--- config.mk ---
export PLATFORM = sky130hd
export DESIGN_NAME = param_commit_ctrl
export DESIGN_NICKNAME = d
export VERILOG_FILES = /design/src/rtl/param_commit_ctrl.sv
export SDC_FILE = /design/constraint.sdc
export NUM_CORES = 1
export LEC_CHECK = 0
export ABC_AREA = 1
export CORE_ASPECT_RATIO = 1.25
export CORE_UTILIZATION = 25
export CTS_BUF_LIST = sky130_fd_sc_hd__clkbuf_4 sky130_fd_sc_hd__clkbuf_8
export DETAILED_ROUTE_END_ITERATION = 10
export PLACE_DENSITY_LB_ADDON = 0.12
export SLEW_MARGIN = 5
export SYNTH_ARGS = -nofsm -noshare
export SYNTH_HDL_FRONTEND = slang
export SYNTH_SLANG_ARGS = --single-unit
--- constraint.sdc ---
create_clock -name clk -period 2.9 [get_ports clk]
set_input_delay 0.58 -clock clk [delete_from_list [all_inputs] [get_ports clk]]
set_output_delay 0.58 -clock clk [all_outputs]
set_load 0.05 [all_outputs]
--- src/rtl/param_commit_ctrl.sv ---
// Double-buffered scene-packet commit controller.
// Replays a committed packet into live registers during vertical blank.
module param_commit_ctrl #(
    parameter int NUM_BYTES   = 61,
    parameter int IDX_W       = 6,
    parameter int COMMIT_LINE = 480
) (
    input  logic             clk,
    input  logic             rst_n,
    input  logic             wr_en,
    input  logic [IDX_W-1:0] wr_idx,
    input  logic [7:0]       wr_data,
    input  logic             pkt_done,
    input  logic [9:0]       vga_x,
    input  logic [9:0]       vga_y,
    output logic             out_we,
    output logic [IDX_W-1:0] out_idx,
    output logic [7:0]       out_data,
    output logic             data_ready,
    output logic             pending,
    output logic             err_incomplete,
    output logic [7:0]       drop_cnt
);

    typedef enum logic [1:0] {
        S_IDLE,
        S_PENDING,
        S_COPY,
        S_START
    } state_t;

    localparam logic [IDX_W-1:0] LAST = IDX_W'(NUM_BYTES - 1);

    logic [7:0]           bank_q [2][NUM_BYTES];
    state_t               state_q, state_d;
    logic                 wb_q, wb_d;
    logic                 pb_q, pb_d;
    logic [NUM_BYTES-1:0] mask_q, mask_d;
    logic                 defer_q, defer_d;
    logic                 err_q, err_d;
    logic [7:0]           drop_q, drop_d;
    logic [IDX_W-1:0]     c_q, c_d;
    logic                 we_q, we_d;
    logic [7:0]           data_q, data_d;

    logic                 commit;
    logic                 wr_hit;
    logic                 wr_ok;
    logic [NUM_BYTES-1:0] mask_wr;
    logic                 complete;
    logic                 busy;
    logic [1:0]           drop_inc;
    logic [8:0]           drop_sum;

    assign commit  = (vga_y == 10'(COMMIT_LINE)) && (vga_x == 10'd0);
    assign wr_hit  = wr_en && (wr_idx < IDX_W'(NUM_BYTES));
    assign wr_ok   = wr_hit && !defer_q;
    assign mask_wr = wr_ok ? (mask_q | (NUM_BYTES'(1) << wr_idx)) : mask_q;
    assign complete = &mask_wr;
    // A commit taken this cycle makes the packet slot behave as if copying.
    assign busy = (state_q == S_COPY) ||
                  ((state_q == S_PENDING) && commit);

    // Packet banks: written by the assembler into the writer bank.
    always_ff @(posedge clk) begin
        if (wr_ok) begin
            bank_q[wb_q][wr_idx] <= wr_data;
        end
    end

    // Next-state: replay sequencing, then packet acceptance on pkt_done.
    always_comb begin
        state_d  = state_q;
        wb_d     = wb_q;
        pb_d     = pb_q;
        mask_d   = mask_wr;
        defer_d  = defer_q;
        err_d    = err_q;
        c_d      = c_q;
        we_d     = 1'b0;
        drop_inc = 2'd0;

        if (wr_hit && defer_q) begin
            drop_inc = drop_inc + 2'd1;
        end

        unique case (state_q)
            S_IDLE: begin
            end
            S_PENDING: begin
                if (commit) begin
                    state_d = S_COPY;
                    c_d     = '0;
                    we_d    = 1'b1;
                end
            end
            S_COPY: begin
                if (c_q == LAST) begin
                    state_d = S_START;
                end else begin
                    c_d  = IDX_W'(c_q + 1'b1);
                    we_d = 1'b1;
                end
            end
            S_START: begin
                state_d = S_IDLE;
                if (defer_q) begin
                    state_d = S_PENDING;
                    pb_d    = wb_q;
                    wb_d    = ~wb_q;
                    mask_d  = '0;
                    defer_d = 1'b0;
                end
            end
            default: begin
                state_d = S_IDLE;
            end
        endcase

        if (pkt_done) begin
            if (defer_q) begin
                drop_inc = drop_inc + 2'd1;
            end else if (!complete) begin
                err_d  = 1'b1;
                mask_d = '0;
            end else if (busy) begin
                defer_d = 1'b1;
            end else begin
                if (state_q == S_PENDING) begin
                    drop_inc = drop_inc + 2'd1;
                end
                pb_d    = wb_q;
                wb_d    = ~wb_q;
                mask_d  = '0;
                state_d = S_PENDING;
            end
        end

        data_d   = we_d ? bank_q[pb_q][c_d] : data_q;
        drop_sum = {1'b0, drop_q} + {7'd0, drop_inc};
        drop_d   = drop_sum[8] ? 8'hFF : drop_sum[7:0];
    end

    // State and output registers; reset aborts any replay at once.
    always_ff @(posedge clk or negedge rst_n) begin
        if (!rst_n) begin
            state_q <= S_IDLE;
            wb_q    <= 1'b0;
            pb_q    <= 1'b0;
            mask_q  <= '0;
            defer_q <= 1'b0;
            err_q   <= 1'b0;
            drop_q  <= 8'd0;
            c_q     <= '0;
            we_q    <= 1'b0;
            data_q  <= 8'd0;
        end else begin
            state_q <= state_d;
            wb_q    <= wb_d;
            pb_q    <= pb_d;
            mask_q  <= mask_d;
            defer_q <= defer_d;
            err_q   <= err_d;
            drop_q  <= drop_d;
            c_q     <= c_d;
            we_q    <= we_d;
            data_q  <= data_d;
        end
    end

    assign out_we         = we_q;
    assign out_idx        = c_q;
    assign out_data       = data_q;
    assign data_ready     = (state_q == S_START);
    assign pending        = (state_q == S_PENDING);
    assign err_incomplete = err_q;
    assign drop_cnt       = drop_q;

endmodule
Yosys cells after proc, flatten, opt, wreduce, memory -nomap -nowiden. Memories as Yosys holds them, arrays and structs flattened. Cells that the tools add are included.

Bits in registers: 90. RAM bits: 976. Memories: 1.

Add/subtract/negate cells: 3. Magnitude comparators: 4. Equal/unequal tests: 5. Shift operators: 1. Muxes and demuxes: 52. Bitwise operators: 6. Reductions and logical operators: 11.

Memories: bank_q (words 2, bits a word 488, rd ports 1, clocked after memory_dff 0, wr ports 1, RTL line 34) `logic [7:0] bank_q [2][NUM_BYTES];`.

Operator list (number): $mux W488 (1); $mux W61 (7); $or A61 B61 Y61 (1); $reduce_and A61 Y1 (1); $shl A1 B6 Y61 const A (1); $bmux W8 S6 (1); $demux W8 S6 (1); $mux W8 (4); $mux W1 (22); $mux W2 (11); $ge A7 B7 Y1 const B (2); $not A6 Y7 (2); $mux W6 (2); $pmux W6 S2 (1); $eq A10 B9 Y1 const B (1); $logic_not A10 Y1 (1); $add A8 B2 Y9 (1); $lt A7 B1 Y1 const B (1); $add A6 B1 Y6 const B (1); $eq A6 B6 Y1 const B (1); $logic_and A1 B1 Y1 (6); $lt A6 B6 Y1 const B (1); $pmux W2 S3 (1); $eq A2 B2 Y1 const B (2); 7 further kinds (9).

Longest topological paths before layout.
Word-level depth: 12. Depth in mapped cells: 24. Depth with buffers taken out: 23.

Worst setup path before layout. No wires, ideal clock.

Path kind: input port to flip-flop. Start point: input wr_idx[1]. End point: register drop_q[7] (netlist: drop_cnt[7]). Data arrival time: 3411 ps. Data required time: 2826 ps. Setup slack: -585 ps. Stages on the path: 23. Cell sequence: inv_1 > or2_1 > nor2_1 > inv_1 > nor2_2 > nand2_1 > nand2_1 > nand2_1 > nor2_1 > nand2_1 > nor3_1 > nand2_1 > nor2_2 > nand3_1 > a21boi_0 > ha_1 > inv_1 > fa_1 > nor2_1 > nand2_1 > nor2_1 > nand3_1 > nand3_1.

Word-level cells in the longest chain between the ends: 12. Elaborated cells between the ends (all ways): 17. Classes of those cells: 2 x add/sub; 1 x order compare; 1 x shift; 8 x mux; 1 x bitwise; 4 x reduce/logical.

RTL lines: start: declaration (RTL line 11) `input logic [IDX_W-1:0] wr_idx,`; $lt A6 B6 Y1 (RTL line 56) `assign wr_hit = wr_en && (wr_idx < IDX_W'(NUM_BYTES));`; $logic_and A1 B1 Y1 (RTL line 56); $logic_and A1 B1 Y1 (RTL line 83) `if (wr_hit && defer_q) begin`; $mux W1 (RTL line 83); $add A2 B1 Y2 (RTL line 122, 130); $mux W2 (RTL line 129) `if (state_q == S_PENDING) begin`; $mux W2 (RTL line 126) `end else if (busy) begin`; $mux W2 (RTL line 123) `end else if (!complete) begin`; $mux W2 (RTL line 121) `if (defer_q) begin`; $mux W2 * (RTL line 120) `if (pkt_done) begin`; $add A8 B2 Y9 * (RTL line 140) `drop_sum = {1'b0, drop_q} + {7'd0, drop_inc};`; $mux W8 * (RTL line 141) `drop_d = drop_sum[8] ? 8'hFF : drop_sum[7:0];`; via drop_d[7] (RTL line 41) `logic [7:0] drop_q, drop_d;`; end signal: assignment (RTL line 164) `drop_q <= drop_d;`; end: declaration (RTL line 41).

The timed path passes the listed nets; every way through them passes the cells marked *. A chain may end at the register's enable or synchronous reset.

Worst setup path after layout.
Start point: register defer_q. End point: register drop_q[5] (netlist: drop_cnt[5]).

Word-level cells in the longest chain between the ends: 10. Elaborated cells between the ends (all ways): 14. Classes of those cells: 2 x add/sub; 8 x mux; 4 x reduce/logical.

RTL lines: start: declaration (RTL line 39) `logic defer_q, defer_d;`; start signal: assignment (RTL line 162) `defer_q <= defer_d;`; $logic_and A1 B1 Y1 (RTL line 83); $mux W1 (RTL line 83); $add A2 B1 Y2 (RTL line 122, 130); $mux W2 (RTL line 129); $mux W2 (RTL line 126); $mux W2 (RTL line 123); $mux W2 (RTL line 121); $mux W2 * (RTL line 120); $add A8 B2 Y9 * (RTL line 140); $mux W8 * (RTL line 141); via drop_d[5] (RTL line 41).

Marked as above.

==> summary.md <==
The flow ran to the end, but the final reports show violations. The final reports fail on negative setup slack. Setup repair after global routing could not meet its margin everywhere. Share of flip-flops with an asynchronous set or reset: 0.08443.

Number of max-slew violations in the final report: 0. The final layout contains routed wiring with a total length of 165.4 mm. Along the worst path, the maximum fanout reaches 7.

For the number of nets produced by synthesis, the log shows 4176. The layout cell share with drive strength beyond 1 came out at 0.2700. The sequential cells in the finished layout cover a total of 0.03157 sq mm. At the later pin of the worst-skew pair, clock insertion delay measures 0.93 ns. The tools report the end point of the critical path as drop_cnt[5]$_DFF_PN0_. The remaining antenna violation count is 0, and the worst setup slack after layout is -0.5321 ns. The initial antenna violation count is 2.

The floorplan step defined a core boundary enclosing 0.1805 sq mm. Measured in cells, the most critical reg-to-reg path has a length of 24. For this run, the top clock speed supported by timing is 0.2914 GHz. The total overflow left after global routing is 0. Across the VDD grid, the largest voltage drop is 0.0005418 V. The multi-input combinational cells in the finished layout cover a total of 0.01473 sq mm. The sequential cell area fraction in the yosys report is 0.6918, and the portion of the clock cycle consumed by the worst path in the final layout is 1.183. Pin placement for this block handled 64 I/O pins.

The quantity of I/O buffers inserted on ports was 63; the total CTS buffers was 181. The average cell area after synthesis works out to 11.05 sq um. The floorplan row count was 174.

Clock tree synthesis found a total of 1066 sinks. Synthesis produced 4128 cells. The H-tree was split into 4 levels.

For the pin count of the biggest net entering global routing, the log shows 76. For the initial standard-cell utilization of the core, the log shows 0.2528. The path class of the tightest hold or removal check is in2reg.

Detailed placement ended at an HPWL of 104.2 mm. The first global-routing pass estimated 237.2 mm of wire. The run gives 0.04562 sq mm as the post-synth design cell area. The final critical delay including setup and external delays was 3.432 ns. Fill cells in the final layout number 18.10k. The capturing point of the worst reg2reg path is drop_cnt[5]$_DFF_PN0_. During synthesis, Yosys emitted a total of 0 warnings. Number of hold violations in the final report: 0. After layout, the design draws a total of 0.03996 W. The maximum clock insertion buffer count came out at 3.

The worst hold path begins at wr_data[2]. The first TritonRoute pass finished after 7 iterations. The die area came out at 0.1842 sq mm. The total routing usage reported by global routing is 0.1780, and the total leakage power is 24.82 nW. After the last flow step, the layout net total stands at 4821. The worst reg-to-reg setup slack was -0.53 ns. The actual transition at the worst max-transition pin was 0.7233 ns. Clock-pin slew was measured on the worst setup and hold paths at 0.06 ns. Counting distinct cell types in the post-synthesis netlist gives 39. In this run the power density over the cells is 658.8 mW/mm^2.

The number of flops mapped to enable cells by yosys works out to 976. TritonCTS built the clock tree. The hold path depth was 1; the final routed DRC violation total was 0.

The area growth from synthesis to final layout was 32.96%. At the placement stage, the worst setup path has a slack of -1.723 ns. The number of global-route vias before repair is 33.65k, and the die outline height is 479.6 um. The tools report the reg-to-reg startpoint as defer_q$_DFF_PN0_. The top flip-flop cell by instance count after synthesis is edfxtp_1. The run gives 10 as the number of endpoints failing setup at the final stage.

The root buffer selected by CTS was clkbuf_8. The element type at the critical path end was a register. Measured along the x axis, the die boundary spans 384.1 um. In this run the worst setup path begins at defer_q$_DFF_PN0_. Summing over every cut layer, the via total after detailed routing is 32.66k. The worst max-slew margin expressed relative to the limit was 0.5178.

Type of element launching the critical path: a register. The final RePlAce weighted congestion is 0.8843, and the number of violations reported at the end of detailed-routing iteration 0 is 2095. For the worst setup path, the data arrival time is 4.28 ns. For the final database, setup skew stands at 0.04765 ns.

For the worst setup path, the data required time is 3.75 ns. The via density per instance came out at 4.471. Path type of the worst setup path: reg2reg.

Post-synthesis sequential element count: 1066. The average wire per cell in the routed design came out at 22.64 um. Max-cap violations in this run came to 0.
## layout by cell type (no fill, tap or decap), types with 12 or more instances in the layout
| cell type | Yosys | routed |
|---|---|---|
| buf_8 | 0 | 12 |
| nor2_4 | 1 | 16 |
| nand2_1 | 1502 | 1410 |
| dfrtp_1 | 90 | 88 |
| clkbuf_4 | 0 | 63 |
| mux2i_1 | 196 | 196 |
| o21ai_0 | 17 | 12 |
| clkinv_1 | 4 | 48 |
| nand3_1 | 600 | 399 |
| a21oi_1 | 21 | 18 |
| nor2_1 | 216 | 198 |
| nand3_4 | 1 | 51 |
| buf_16 | 0 | 16 |
| buf_12 | 0 | 94 |
| clkdlybuf4s50_1 | 0 | 40 |
| clkinv_2 | 0 | 26 |
| nor3_1 | 42 | 39 |
| edfxtp_1 | 976 | 976 |
| nand2_2 | 5 | 75 |
| buf_4 | 1 | 459 |
| nand2_4 | 0 | 18 |
| dlygate4sd2_1 | 0 | 12 |
| buf_6 | 2 | 58 |
| nand3_2 | 1 | 152 |
| inv_1 | 99 | 86 |
| nand4_1 | 53 | 53 |
| inv_2 | 13 | 21 |
| clkbuf_8 | 0 | 184 |
## report_power, final
part           internal [W]  switching (W)  leakage [nW]  total (W)
Sequential           0.0169      0.0000719          9.96     0.0169
Clock               0.00702        0.00650          1.87     0.0135
Combinational       0.00361        0.00588          13.0    0.00950
## repair_timing
action	4_1_cts	5_1_grt
resized for setup	306	247
hold buffers	2	0
setup buffers	76	36
cloned	12	7
hold endpoints to repair	49	0
pin swaps	76	121
setup endpoints to repair	37	42
## registers in the layout, indices dropped and copies added (netlist names)
signal	flops
bank_q	976
defer_q	1
drop_cnt	8
err_incomplete	1
mask_q	61
out_data	8
out_idx	6
out_we	1
pb_q	1
state_q	2
wb_q	1
## per-layer routing
metal / GRT usage / share of wire / up-vias
met5: 0 / 0 / -
met4: 0.05947 / 0.028 / 0
met3: 0.02374 / 0.034 / 214
met2: 0.3096 / 0.50 / 619
met1: 0.2256 / 0.44 / 16260
li1: - / - / 15560
## critical path, cell delays in order, from the launching register on
cell and delay [ns]:
dfrtp_1 0.38, inv_2 0.10, nand3_4 0.21, nor2_4 0.17
buf_12 0.15, buf_6 0.11, nand2_4 0.05, nand2_4 0.08
buf_6 0.09, nand2_2 0.04, nor2_1 0.09, nand2_1 0.06
nor3_1 0.13, nand2_1 0.11, nor2_4 0.16, nand3_2 0.08
a21boi_2 0.16, ha_2 0.19, inv_2 0.04, fa_2 0.38
nor2_4 0.11, nand2_2 0.07, nor2_4 0.17, nand3_4 0.15
nand3_1 0.11
## logic make-up (layout without fill, tap and decap cells)
logic type	Yosys count	after routing	share of synthesized area
AOI/OAI and AO/OA	61	61	0.008173
xor gates and xnor gates	1	1	0.0001920
adders and majority gates	10	10	0.002907
buffers and inverters	356	1154	0.03050
DFF	1066	1066	0.6918
muxes	196	196	0.04301
other	0	2	0
and+or+nand+nor	2438	2438	0.2234
## synth_stat cells, types with 2 or more instances
cell type | instances | area share
o21ai_0 | 17 | 0.0019
nor3_2 | 5 | 0.0011
nand2_1 | 1502 | 0.12
dfrtp_1 | 90 | 0.049
mux2i_1 | 196 | 0.043
o21bai_1 | 14 | 0.0023
clkinv_1 | 4 | 0.00033
inv_1 | 99 | 0.0081
nand3b_1 | 2 | 0.00033
ha_1 | 9 | 0.0025
nor2_2 | 5 | 0.00069
a21boi_0 | 2 | 0.00033
buf_2 | 29 | 0.0032
buf_1 | 31 | 0.0026
nand4_1 | 53 | 0.0073
clkbuf_1 | 177 | 0.015
nor3_1 | 42 | 0.0046
nor2_1 | 216 | 0.018
o21bai_2 | 2 | 0.00049
or2_2 | 3 | 0.00041
inv_2 | 13 | 0.0011
edfxtp_1 | 976 | 0.64
buf_6 | 2 | 0.00049
nand2_2 | 5 | 0.00069
a21oi_1 | 21 | 0.0023
nand3_1 | 600 | 0.066
## how the worst min path moves through the flow
stage / endpoint / slack (ns)
6_report: bank_q[1][450]$_DFFE_PP_ / 0.08
5_1_grt: bank_q[1][450]$_DFFE_PP_ / 0.05
4_1_cts: bank_q[1][450]$_DFFE_PP_ / 0.009
3_5_place_dp: err_incomplete$_DFFE_PN0P_ / 0.47
3_3_place_gp: out_data[5]$_DFFE_PN0P_ / 0.47
2_1_floorplan: defer_q$_DFF_PN0_ / 0.28
## cell type report
class                           count  share of cell area
Antenna cell                        2          0.00008251
Clock buffer                      247             0.04955
Clock inverter                     89            0.008911
Timing Repair Buffer              702              0.1212
Multi-Input combinational cell   2706              0.2428
Tap cell                         2376             0.04901
Inverter                          116            0.007962
Sequential cell                  1066              0.5204
## through the flow
stage	area [sq um]	util	std cells	TNS, ns	hold WS (ns)
floorplan	45800	-	4128	-2.850	0.2844
detailed placement	53430	0.2961	6849	-71.05	0.4675
CTS	59350	0.3289	7275	-11.03	0.009464
finish	60660	0.3361	7304	-4.191	0.07982
global placement	53430	0.2961	6849	-70.73	0.4721
global route	60650	0.3361	7303	-6.699	0.04983
Power figures use the tool's default switching activity.
